**src/rtl/output_layer_mac_if.sv**
```systemverilog
// Weight/bias ROM read bus between the output-layer MAC (master) and its synchronous ROM (slave).
// Read data is valid the cycle after weight_rd/weight_addr.
interface output_layer_mac_if #(
    parameter int ADDR_W = 9,
    parameter int WGT_W  = 8
);
    logic                    weight_rd;
    logic [ADDR_W-1:0]       weight_addr;
    logic signed [WGT_W-1:0] weight_data;

    modport master (output weight_rd, output weight_addr, input weight_data);
    modport slave  (input weight_rd, input weight_addr, output weight_data);
endinterface

```
**src/rtl/output_layer_mac.sv**
```systemverilog
// Final dense layer: streams bias + weights per node from ROM and accumulates N_OUT signed scores.
// A run starts on a rising edge of stage1_done seen while idle.
module output_layer_mac #(
    parameter int N_IN       = 32,
    parameter int N_OUT      = 10,
    parameter int IN_W       = 16,
    parameter int WGT_W      = 8,
    parameter int ACC_W      = 32,
    parameter int BIAS_SHIFT = 8,
    parameter int ADDR_W     = 9
) (
    input  logic                    clk,
    input  logic                    reset,
    input  logic signed [IN_W-1:0]  hidden_in [0:N_IN-1],
    input  logic                    stage1_done,
    output_layer_mac_if.master      rom,
    output logic signed [ACC_W-1:0] stage3_out [0:N_OUT-1],
    output logic                    stage2_done,
    output logic                    busy
);
    localparam int NW = (N_OUT > 1) ? $clog2(N_OUT) : 1;
    localparam int WW = $clog2(N_IN + 1);
    localparam int IW = (N_IN > 1) ? $clog2(N_IN) : 1;
    localparam int PW = IN_W + WGT_W;

    localparam logic [1:0] IDLE  = 2'd0;
    localparam logic [1:0] RUN   = 2'd1;
    localparam logic [1:0] DRAIN = 2'd2;

    localparam logic [ADDR_W-1:0] BIAS_BASE = ADDR_W'(N_OUT * N_IN);
    localparam logic [NW-1:0]     LAST_NODE = NW'(N_OUT - 1);
    localparam logic [WW-1:0]     LAST_WORD = WW'(N_IN);

    logic [1:0]             state_q;
    logic                   stage1_q;
    // node_q/word_q tag the request currently on the ROM bus; word 0 is the bias
    logic [NW-1:0]          node_q;
    logic [WW-1:0]          word_q;
    // p_* tag the ROM word arriving on weight_data this cycle
    logic                   p_valid_q;
    logic [NW-1:0]          p_node_q;
    logic [WW-1:0]          p_word_q;
    logic signed [ACC_W-1:0] acc_q;

    logic                    start;
    logic [IW-1:0]           in_idx;
    logic signed [PW-1:0]    prod;
    logic signed [ACC_W-1:0] bias_ext;
    logic signed [ACC_W-1:0] acc_next;

    assign start = stage1_done && !stage1_q && (state_q == IDLE);

    always_comb begin
        in_idx   = IW'(p_word_q - WW'(1));
        prod     = hidden_in[in_idx] * rom.weight_data;
        bias_ext = {{(ACC_W - WGT_W){rom.weight_data[WGT_W-1]}}, rom.weight_data};
        if (p_word_q == '0) begin
            acc_next = bias_ext << BIAS_SHIFT;
        end else begin
            acc_next = acc_q + {{(ACC_W - PW){prod[PW-1]}}, prod};
        end
    end

    always_ff @(posedge clk or posedge reset) begin
        if (reset) begin
            state_q         <= IDLE;
            stage1_q        <= 1'b0;
            node_q          <= '0;
            word_q          <= '0;
            p_valid_q       <= 1'b0;
            p_node_q        <= '0;
            p_word_q        <= '0;
            acc_q           <= '0;
            rom.weight_rd   <= 1'b0;
            rom.weight_addr <= '0;
            stage2_done     <= 1'b0;
            busy            <= 1'b0;
            for (int k = 0; k < N_OUT; k++) begin
                stage3_out[k] <= '0;
            end
        end else begin
            stage1_q  <= stage1_done;
            p_valid_q <= rom.weight_rd;
            p_node_q  <= node_q;
            p_word_q  <= word_q;

            if (p_valid_q) begin
                acc_q <= acc_next;
                if (p_word_q == LAST_WORD) begin
                    stage3_out[p_node_q] <= acc_next;
                end
            end

            case (state_q)
                IDLE: begin
                    if (start) begin
                        state_q         <= RUN;
                        busy            <= 1'b1;
                        stage2_done     <= 1'b0;
                        node_q          <= '0;
                        word_q          <= '0;
                        rom.weight_rd   <= 1'b1;
                        rom.weight_addr <= BIAS_BASE;
                    end
                end
                RUN: begin
                    if (word_q == LAST_WORD) begin
                        word_q <= '0;
                        if (node_q == LAST_NODE) begin
                            rom.weight_rd <= 1'b0;
                            state_q       <= DRAIN;
                        end else begin
                            node_q          <= node_q + NW'(1);
                            rom.weight_addr <= BIAS_BASE + ADDR_W'(node_q) + ADDR_W'(1);
                        end
                    end else begin
                        // next request is weight index word_q of the current node
                        word_q          <= word_q + WW'(1);
                        rom.weight_addr <= ADDR_W'(node_q) * ADDR_W'(N_IN) + ADDR_W'(word_q);
                    end
                end
                DRAIN: begin
                    if (p_valid_q && p_word_q == LAST_WORD && p_node_q == LAST_NODE) begin
                        state_q     <= IDLE;
                        stage2_done <= 1'b1;
                        busy        <= 1'b0;
                    end
                end
                default: state_q <= IDLE;
            endcase
        end
    end
endmodule

```
**src/flat_wrapper.sv**
```systemverilog
// flat-port wrapper written by rule: the top's interface ports become plain ports
module output_layer_mac_flat 
#(
    parameter int N_IN       = 32,
    parameter int N_OUT      = 10,
    parameter int IN_W       = 16,
    parameter int WGT_W      = 8,
    parameter int ACC_W      = 32,
    parameter int BIAS_SHIFT = 8,
    parameter int ADDR_W     = 9
)
  (clk, reset, hidden_in, stage1_done, stage3_out, stage2_done, busy, rom_weight_rd, rom_weight_addr, rom_weight_data);
  output_layer_mac_if #(.ADDR_W(ADDR_W), .WGT_W(WGT_W)) rom_i ();
  input  logic clk;
  input  logic reset;
  input  logic signed [IN_W-1:0] hidden_in[0:N_IN-1];
  input  logic stage1_done;
  output logic signed [ACC_W-1:0] stage3_out[0:N_OUT-1];
  output logic stage2_done;
  output logic busy;
  output wire logic [$bits(rom_i.weight_rd)-1:0] rom_weight_rd;
  output wire logic [$bits(rom_i.weight_addr)-1:0] rom_weight_addr;
  input wire logic [$bits(rom_i.weight_data)-1:0] rom_weight_data;
  assign rom_weight_rd = rom_i.weight_rd;
  assign rom_weight_addr = rom_i.weight_addr;
  assign rom_i.weight_data = rom_weight_data;
  output_layer_mac #(.N_IN(N_IN), .N_OUT(N_OUT), .IN_W(IN_W), .WGT_W(WGT_W), .ACC_W(ACC_W), .BIAS_SHIFT(BIAS_SHIFT), .ADDR_W(ADDR_W)) u_core (.clk(clk), .reset(reset), .hidden_in(hidden_in), .stage1_done(stage1_done), .rom(rom_i), .stage3_out(stage3_out), .stage2_done(stage2_done), .busy(busy));
endmodule
```
**config.mk**
```make
export PLATFORM = sky130hd
export DESIGN_NAME = output_layer_mac_flat
export DESIGN_NICKNAME = d
export VERILOG_FILES = /design/src/rtl/output_layer_mac_if.sv /design/src/rtl/output_layer_mac.sv /design/src/flat_wrapper.sv
export SDC_FILE = /design/constraint.sdc
export NUM_CORES = 1
export LEC_CHECK = 0
export ABC_AREA = 1
export CAP_MARGIN = 10
export CORE_AREA = 2 2 330 332
export CTS_CLUSTER_DIAMETER = 50
export DETAILED_ROUTE_END_ITERATION = 10
export DIE_AREA = 0 0 332 334
export DONT_BUFFER_PORTS = 1
export GPL_TIMING_DRIVEN = 0
export PLACE_DENSITY = 0.44
export SLEW_MARGIN = 20
export SYNTH_ARGS = -nofsm -noshare
export SYNTH_HDL_FRONTEND = slang
export SYNTH_SLANG_ARGS = --single-unit
```
**constraint.sdc**
```tcl
create_clock -name clk -period 18.3 [get_ports clk]
set_input_delay 2.745 -clock clk [delete_from_list [all_inputs] [get_ports clk]]
set_output_delay 2.745 -clock clk [all_outputs]
set_load 0.005 [all_outputs]
```
==> out/qor.txt, run 1 <==
TNS Setup - 0 ns
Synth Warn # - 0
DRT antenna net count - 0
Setup ws final - 7.76 ns
R2R Path End - u_core.stage3_out[251]$_DFFE_PP0P_
Relative max-transition margin - 37.7%
Grt ovf - 0
CP Max Fanout - 10
Worst hold-check path type - reg2reg
Endpoint class of the critical path - flip-flop
Placer congestion estimate - 1.04
Worst EP arrival - 11.01 ns
Slew Limit Fails - 0
RSZ-0062 raised after global routing - no
Detailed router's first-iteration violation count - 2399
PD cells - 216 nW/um^2
Most common cell after layout, fill and taps aside - nand2_1
Syn_area_per_cell - 7.55 um^2
Post-synth EDFFs - 0
Layout net count - 4238
Multi-input logic area - 14400 um^2
Pre-Repair DR Iteration Count - 6
Post-synthesis cell count - 3477
Initial Util - 24.4%
Least-Margin Pin Slew - 0.935 ns
Fin crit share - 57.6%
Design Power - 6430 uW
Hold Vio Cnt, Final - 0
Required @ worst endpoint - 18.77 ns
Via Count - 25400
Cts hold-fix bufs - 0
FFs w/ async S/R, synth - 100%
CP peak stage delay - 0.72 ns
Hpwl dp - 124000 um
H-Tree Depth - 2
Pre-CTS setup slack - 7.51 ns
Worst setup SP type - flip-flop
Main synth FF type - dfrtp_1
Wirelength per Cell - 30.0 um
Number of global-route vias before repair - 25300
Area after DPL - 28100 um^2
Hold Path Origin - u_core.node_q[2]$_DFFE_PP0P_
Port Buf Inserts - 0
Flops & latches, synth - 388
Layout Area Growth over Synthesis - 13.1%
Final setup fails - 0
CTS tree - yes
Post-CTS sizing - 0
Maximum vdd drop - 312 uV
Vias/cell - 5.08
DIE HEIGHT - 334 um
Largest net degree at the start of global routing - 90
All-layer global routing usage - 26.5%
Cell area after synthesis - 26300 um^2
Final Cell Area - 29700 um^2
Outcome - finished, final reports clean
WL final - 150000 um
Cell mode on critical path - nand2_1
Register Area - 9710 um^2
Max Fclk - 94.9 MHz
Num ports - 855
First-pass GRT wire length - 208000 um
Register area share after synthesis - 37.0%
Leak - 0.0137 uW
R2r startpoint - u_core.p_word_q[0]$_DFF_PP0_
Commonest cells after routing, fill and taps aside - nand2_1 (1233), dfrtp_1 (388), a21oi_1 (291), inv_1 (259), nor2_1 (217)
Initial antenna violation count - 60
Worst-path clk slew - 0.06 ns
Num Clock Sinks - 388
Clk Latency, worst-skew pair - 0.59 ns
CP Class - reg2reg
Longest Clk Path Bufs - 3
Max cap viols - 0
CTS Buf Count - 44
Distinct cells, synth - 58
Post-route DRC - 0
Layout cell share with drive strength beyond 1 - 8.04%
Fill cell count - 12100
R2R Setup Slk - 7.76 ns
CTS root buf - clkbuf_16
Min cycle time layout - 10.54 ns
Syn nets - 4188
Row count - 121
Die extent in x - 332 um
Hold Path End - u_core.p_node_q[2]$_DFF_PP0_
Die area - 111000 um^2
Setup Buffers After CTS - 0
Core ar. - 108000 um^2
Slowest CP cell - clkbuf_1
Clk_skew - 0.0322 ns
WHS Path Cells - 0
R2r worst-path depth - 43
flip-flops by register name, indices dropped and copies added, names as in the netlist:
| name | flops |
|---|---|
| u_core.node_q | 4 |
| u_core.p_valid_q | 1 |
| u_core.acc_q | 32 |
| u_core.rom.weight_addr | 9 |
| u_core.p_word_q | 6 |
| u_core.rom.weight_rd | 1 |
| u_core.busy | 1 |
| u_core.word_q | 6 |
| u_core.stage3_out | 320 |
| u_core.stage1_q | 1 |
| u_core.p_node_q | 4 |
| u_core.stage2_done | 1 |
| u_core.state_q | 2 |
worst max-delay path by stage:
stage	startpoint	end	slack, ns	cells past startpoint
after floorplan	reset	u_core.acc_q[0]$_DFFE_PP0P_	4.77	1
after global placement	reset	u_core.stage3_out[302]$_DFFE_PP0P_	-0.71	1
after detailed placement	hidden_in[69]	u_core.stage3_out[251]$_DFFE_PP0P_	7.51	36
after CTS	u_core.p_word_q[0]$_DFF_PP0_	u_core.stage3_out[251]$_DFFE_PP0P_	7.78	43
after global routing	u_core.p_word_q[0]$_DFF_PP0_	u_core.stage3_out[123]$_DFFE_PP0P_	7.31	43
final	u_core.p_word_q[0]$_DFF_PP0_	u_core.stage3_out[251]$_DFFE_PP0P_	7.76	43
cells by family (layout without fill, tap and decap cells):
group	after synthesis	after routing	synth area share [%]
other	0	32	0
AND/OR/NAND/NOR	1577	1577	23.8
XOR/XNOR	35	35	1.22
AO/OA/AOI/OAI	783	783	17.8
adder cells (fa/ha/maj)	188	188	11.9
flip-flops	388	388	37.0
buffers and inverters	506	588	8.30
where the power goes:
part	total [uW]	switching [uW]	internal (uW)
sequential	858	0.0321	858
clock	911	389	521
combinational	4660	3530	1130
total	6430	3920	2510
cell type report:
cell class                      count  area share (%)
Timing Repair Buffer                4           0.371
Clock buffer                       61            4.29
Inverter                          292            3.74
Sequential cell                   388            32.7
Buffer                            214            3.62
Tap cell                         1414            5.96
Antenna cell                       32           0.270
Multi-Input combinational cell   2583            48.4
Clock inverter                     17           0.678
cell usage after synthesis (23+ instances only):
cell type  number  area [um^2]
a22oi_1        65          488
o211ai_1       31          233
ha_1           84         1050
fa_1          104         2080
clkbuf_1       76          285
nand2_1      1233         4630
buf_4          23          173
nor2_1        217          815
a31oi_1        40          250
inv_1         260          976
a32o_1         31          310
xor2_1         23          201
nand3_1        75          375
dfrtp_1       388         9710
o21ai_1       105          526
buf_2         101          505
inv_2          27          101
a21oi_1       291         1460
o21ai_0       137          686
through the flow:
stage | utilization, % | hold WS [ns] | cells
final | 27.6 | 0.408 | 5005
after global routing | 27.5 | 0.430 | 4995
after CTS | 27.5 | 0.420 | 4973
after detailed placement | 26.1 | 0.403 | 4895
after global placement | 26.0 | 0.396 | 4891
after floorplan | - | 0.352 | 3477
metal layers:
metal / up-vias / global-route usage [%] / wire [um]
met4: 2 / 7.92 / 4680
li1: 11500 / - / -
met2: 1128 / 44.8 / 71900
met5: - / 0 / 16
met1: 12600 / 32.9 / 61100
met3: 212 / 7.13 / 12600
worst max-delay path, delay by kind of cell (launching register included):
kind	cells	cell delay [ns]
buf+inv	12	2.17
simple gates	11	1.63
flops	1	0.36
xor+xnor	1	0.19
fa+ha+maj	7	3.14
compound gates	12	2.93
Note: power is estimated with default switching activity, not from simulation.
==> inputs of run 2 (changes only) <==
==> constraint.sdc (replaced) <==
create_clock -name clk -period 10.96 [get_ports clk]
set_input_delay 1.644 -clock clk [delete_from_list [all_inputs] [get_ports clk]]
set_output_delay 1.644 -clock clk [all_outputs]
set_load 0.005 [all_outputs]
==> out/qor.txt, run 2 (same netlist as run 1, synthesis figures left out) <==
Outcome - finished, final reports clean
Endpoint class of the critical path - flip-flop
Critical path depth - 41
Minimum hold slack - 0.404 ns
CP Max Fanout - 10
Num Clock Sinks - 388
Num ports - 855
Clk Latency, worst-skew pair - 0.60 ns
WL final - 150000 um
CP peak stage delay - 0.70 ns
Layout net count - 4247
Switch Pwr - 6590 uW
Core ar. - 108000 um^2
Via Count - 25600
M3 GR Usage - 6.69%
Fill cell count - 12100
Vias/cell - 5.11
Internal power - 4140 uW
R2r startpoint - u_core.p_word_q[0]$_DFF_PP0_
Clk_skew - 0.0326 ns
Leak - 0.0138 uW
PD cells - 359 nW/um^2
Worst EP arrival - 10.92 ns
Initial antenna violation count - 53
Biggest regs - u_core.stage3_out x320, u_core.acc_q x32, u_core.rom.weight_addr x9
Worst hold-check path type - reg2reg
Port Buf Inserts - 0
Min cycle time layout - 10.39 ns
# placed instances - 4906
Grt met2 use - 44.2%
Slowest CP cell - buf_1
Pre-Repair DR Iteration Count - 7
Met1 Use GR - 33.1%
RSZ-0062 raised after global routing - no
End of the critical path - u_core.stage3_out[221]$_DFFE_PP0P_
CP Class - reg2reg
Fin crit share - 94.8%
R2r worst-path depth - 41
Seq pwr share - 13.3%
Die area - 111000 um^2
Combinational share of power - 72.8%
Post-CTS sizing - 0
Cell Count, Final, Fillers Out - 5019
R2R Setup Slk - 0.57 ns
DRT antenna net count - 0
Post-route DRC - 0
Commonest cells after routing, fill and taps aside - nand2_1 (1233), dfrtp_1 (388), a21oi_1 (291), inv_1 (259), nor2_1 (217)
CTS tree - yes
Cell mode on critical path - nand2_1
CTS root buf - clkbuf_16
Longest Clk Path Bufs - 3
DIE HEIGHT - 334 um
Max reg flops - 320
Number of global-route vias before repair - 25400
Net Sw Frac - 61.4%
Die extent in x - 332 um
Initial Util - 24.4%
Wirelength per Cell - 29.9 um
Biggest register - u_core.stage3_out
Layout Area Growth over Synthesis - 13.7%
Maximum vdd drop - 483 uV
Worst-path clk slew - 0.06 ns
Required @ worst endpoint - 11.50 ns
Least-Margin Pin Slew - 0.994 ns
First-pass GRT wire length - 208000 um
Hold Vio Cnt, Final - 0
Detailed router's first-iteration violation count - 2531
Placer congestion estimate - 1.03
All-layer global routing usage - 26.4%
CTS Buf Count - 43
Relative max-transition margin - 33.7%
Most common cell after layout, fill and taps aside - nand2_1
Setup Buffers After CTS - 0
Cts hold-fix bufs - 0
H-Tree Depth - 2
R2R Path End - u_core.stage3_out[221]$_DFFE_PP0P_
CP Launch Point - u_core.p_word_q[0]$_DFF_PP0_
TNS Setup - 0 ns
Slew Limit Fails - 0
CP Buf/Inv Count - 10
Clock network power share - 13.8%
Max Fclk - 96.3 MHz
Row count - 121
GRT busiest layer - met2
Grt ovf - 0
Largest net degree at the start of global routing - 33
CP top delay family - adder cells
Worst setup SP type - flip-flop
Max cap viols - 0
Final setup fails - 0
Hpwl dp - 124000 um
Layout cell share with drive strength beyond 1 - 8.21%
==> run 2: power groups by stage <==
stage	sequential, uW	combinational (uW)	clock, uW
3_3_place_gp	1460	7910	0
6_report	1430	7810	1490
5_1_grt	1430	8550	1570
3_5_place_dp	1460	7890	0
2_1_floorplan	1460	4500	0
4_1_cts	1430	7920	1520
==> run 2: per-layer routing <==
layer / vias up / wire, um
met1: 12600 / 60100
li1: 11500 / -
met3: 256 / 13800
met2: 1270 / 70700
met5: - / 13
met4: 2 / 5620
==> run 2: area by class of cell <==
class,count,area (um^2),area share (%)
well taps,1414,1770,5.93
multi-input cells,2583,14400,48.1
inverters,292,1110,3.71
plain buffers,213,1070,3.59
diodes,38,95.1,0.319
flip-flops and latches,388,9710,32.5
clock buffers,59,1220,4.07
repair buffers,15,315,1.06
clock inverters,17,201,0.675
==> run 2: worst min path at each step <==
stage                                        end                    startpoint  cells past startpoint  slack (ns)
floorplan           u_core.p_node_q[2]$_DFF_PP0_  u_core.node_q[2]$_DFFE_PP0P_                      0        0.35
global placement    u_core.p_node_q[2]$_DFF_PP0_  u_core.node_q[2]$_DFFE_PP0P_                      0        0.42
detailed placement  u_core.p_node_q[2]$_DFF_PP0_  u_core.node_q[2]$_DFFE_PP0P_                      0        0.40
CTS                 u_core.p_node_q[2]$_DFF_PP0_  u_core.node_q[2]$_DFFE_PP0P_                      0        0.41
global route        u_core.p_node_q[2]$_DFF_PP0_  u_core.node_q[2]$_DFFE_PP0P_                      0        0.42
finish              u_core.p_node_q[2]$_DFF_PP0_  u_core.node_q[2]$_DFFE_PP0P_                      0        0.40
==> run 2: metrics by stage <==
step	setup WS, ns	power (uW)	instance area [um^2]	util, %
finish	0.574	10700	29900	27.7
global route	0.0782	11500	29800	27.7
CTS	0.641	10900	29800	27.6
detailed placement	0.698	9340	28300	26.3
global placement	0.605	9370	28000	26.0
floorplan	3.41	5960	26300	-
==> inputs of run 3 (changes only) <==
--- a/config.mk
+++ b/config.mk
@@ -13,7 +13,7 @@
 export DIE_AREA = 0 0 332 334
 export DONT_BUFFER_PORTS = 1
 export GPL_TIMING_DRIVEN = 0
-export PLACE_DENSITY = 0.44
+export PLACE_DENSITY = 0.45
 export SLEW_MARGIN = 20
 export SYNTH_ARGS = -nofsm -noshare
 export SYNTH_HDL_FRONTEND = slang
==> constraint.sdc (replaced) <==
create_clock -name clk -period 9.4 [get_ports clk]
set_input_delay 1.41 -clock clk [delete_from_list [all_inputs] [get_ports clk]]
set_output_delay 1.41 -clock clk [all_outputs]
set_load 0.005 [all_outputs]
==> out/qor.txt, run 3 (same netlist as run 1, synthesis figures left out) <==
Area after DPL - 28300 um^2
Commonest cells after routing, fill and taps aside - nand2_1 (1225), dfrtp_1 (388), a21oi_1 (281), inv_1 (259), nor2_1 (215)
Layout net count - 4246
Endpoint class of the critical path - flip-flop
Least-Margin Pin Slew - 1.11 ns
Largest net degree at the start of global routing - 33
Longest Clk Path Bufs - 3
Max cap viols - 0
Cell mode on critical path - nand2_1
Hpwl dp - 122000 um
Die area - 111000 um^2
Clk Latency, worst-skew pair - 0.59 ns
Required @ worst endpoint - 9.86 ns
Die extent in x - 332 um
Layout Area Growth over Synthesis - 15.0%
Worst EP arrival - 9.42 ns
Worst hold-check path type - reg2reg
CTS tree - yes
Slew Limit Fails - 0
Slowest CP cell - fa_1
Final Cell Area - 30200 um^2
Relative max-transition margin - 25.9%
Vias/cell - 5.07
Num ports - 855
Core ar. - 108000 um^2
PD cells - 429 nW/um^2
Placer congestion estimate - 1.06
Wirelength per Cell - 29.5 um
DIE HEIGHT - 334 um
CTS root buf - clkbuf_16
Minimum hold slack - 0.407 ns
DRT antenna net count - 0
Clk_skew - 0.0295 ns
CP Max Fanout - 19
Initial Util - 24.4%
Worst-path clk slew - 0.06 ns
Initial antenna violation count - 59
Biggest regs - u_core.stage3_out x320, u_core.acc_q x32, u_core.rom.weight_addr x9
Num Clock Sinks - 388
WL final - 148000 um
TNS Setup - 0 ns
Layout cell share with drive strength beyond 1 - 9.62%
Outcome - finished, final reports clean
Hold Vio Cnt, Final - 0
CTS Buf Count - 43
Worst setup SP type - flip-flop
Most common cell after layout, fill and taps aside - nand2_1
CP peak stage delay - 0.51 ns
Cts hold-fix bufs - 0
Leak - 0.0139 uW
Detailed router's first-iteration violation count - 2439
Fin crit share - 95.4%
RSZ-0062 raised after global routing - yes
All-layer global routing usage - 26.0%
Max reg flops - 320
Setup ws final - 0.435 ns
Number of global-route vias before repair - 25100
CP Class - reg2reg
Post-route DRC - 0
Via Count - 25500
Pre-Repair DR Iteration Count - 6
Port Buf Inserts - 0
First-pass GRT wire length - 205000 um
H-Tree Depth - 2
Max Fclk - 112 MHz
Layout Utilization - 28.0%
Biggest register - u_core.stage3_out
Grt ovf - 0
Maximum vdd drop - 671 uV
Final setup fails - 0
Pre-CTS setup slack - -0.969 ns
Row count - 121
Min cycle time layout - 8.96 ns
## run 3: changes by cell type in the layout (fill, tap and decap cells not counted), moves of 8 or more
cell,previous run,this run
clkbuf_4,0,10
diode_2,38,46
a21oi_1,291,281
nand2_1,1233,1225
buf_2,101,87
a21oi_2,1,11
## run 3: per-layer routing
layer | GRT usage [%] | vias to the layer above | share of wire [%]
li1 | - | 11500 | -
met1 | 33.0 | 12700 | 41
met2 | 43.5 | 1099 | 47
met3 | 6.48 | 214 | 8.8
met4 | 8.01 | 6 | 3.6
met5 | 0 | - | 0.031
## run 3: area by class of cell
| type | instances | area, um^2 |
|---|---|---|
| Fill cell | 12100 | 77600 |
| Multi-Input combinational cell | 2583 | 14600 |
| Sequential cell | 388 | 9710 |
| Tap cell | 1414 | 1770 |
| Clock buffer | 63 | 1250 |
| Buffer | 213 | 1130 |
| Inverter | 292 | 1110 |
| Timing Repair Buffer | 14 | 288 |
| Clock inverter | 14 | 196 |
| Antenna cell | 46 | 115 |
## run 3: worst paths after layout
check / from / endpoint / cells after the start / slack (ns)
setup / recovery: u_core.p_word_q[0]$_DFF_PP0_ / u_core.stage3_out[182]$_DFFE_PP0P_ / 45 / 0.44
hold / removal: u_core.node_q[2]$_DFFE_PP0P_ / u_core.p_node_q[2]$_DFF_PP0_ / 0 / 0.41
setup reg to reg: u_core.p_word_q[0]$_DFF_PP0_ / u_core.stage3_out[182]$_DFFE_PP0P_ / 45 / 0.44
hold reg to reg: u_core.node_q[2]$_DFFE_PP0P_ / u_core.p_node_q[2]$_DFF_PP0_ / 0 / 0.41
max in group asynchronous: reset / u_core.acc_q[13]$_DFFE_PP0P_ / 7 / 6.77
min in group asynchronous: reset / u_core.stage3_out[209]$_DFFE_PP0P_ / 1 / 0.81
## run 3: timing repair
item,4_1_cts,5_1_grt
gates resized for setup,29,66
cloned,0,0
setup endpoints to repair,236,188
setup buffers,0,1
pin swaps,0,3
## run 3: per-stage QoR
stage,power [uW],std cells
final,13000,5027
after global placement,10900,4891
after detailed placement,10900,4904
after floorplan,6950,3477
after global routing,14000,5003
after CTS,12700,4980
## run 3: worst max-delay path, delay by kind of cell, from the launching register on
family / cells / cell delay [ns]
flops: 1 / 0.35
fa+ha+maj: 7 / 2.97
buf+inv: 13 / 1.87
xor+xnor: 1 / 0.17
simple gates: 14 / 1.74
compound gates: 10 / 1.66
## run 3: where the power goes
group	internal [uW]	leakage, uW	switching, uW
registers	1670	0.00345	0.0439
logic	2520	0.00971	7030
clock network	993	0.000701	742
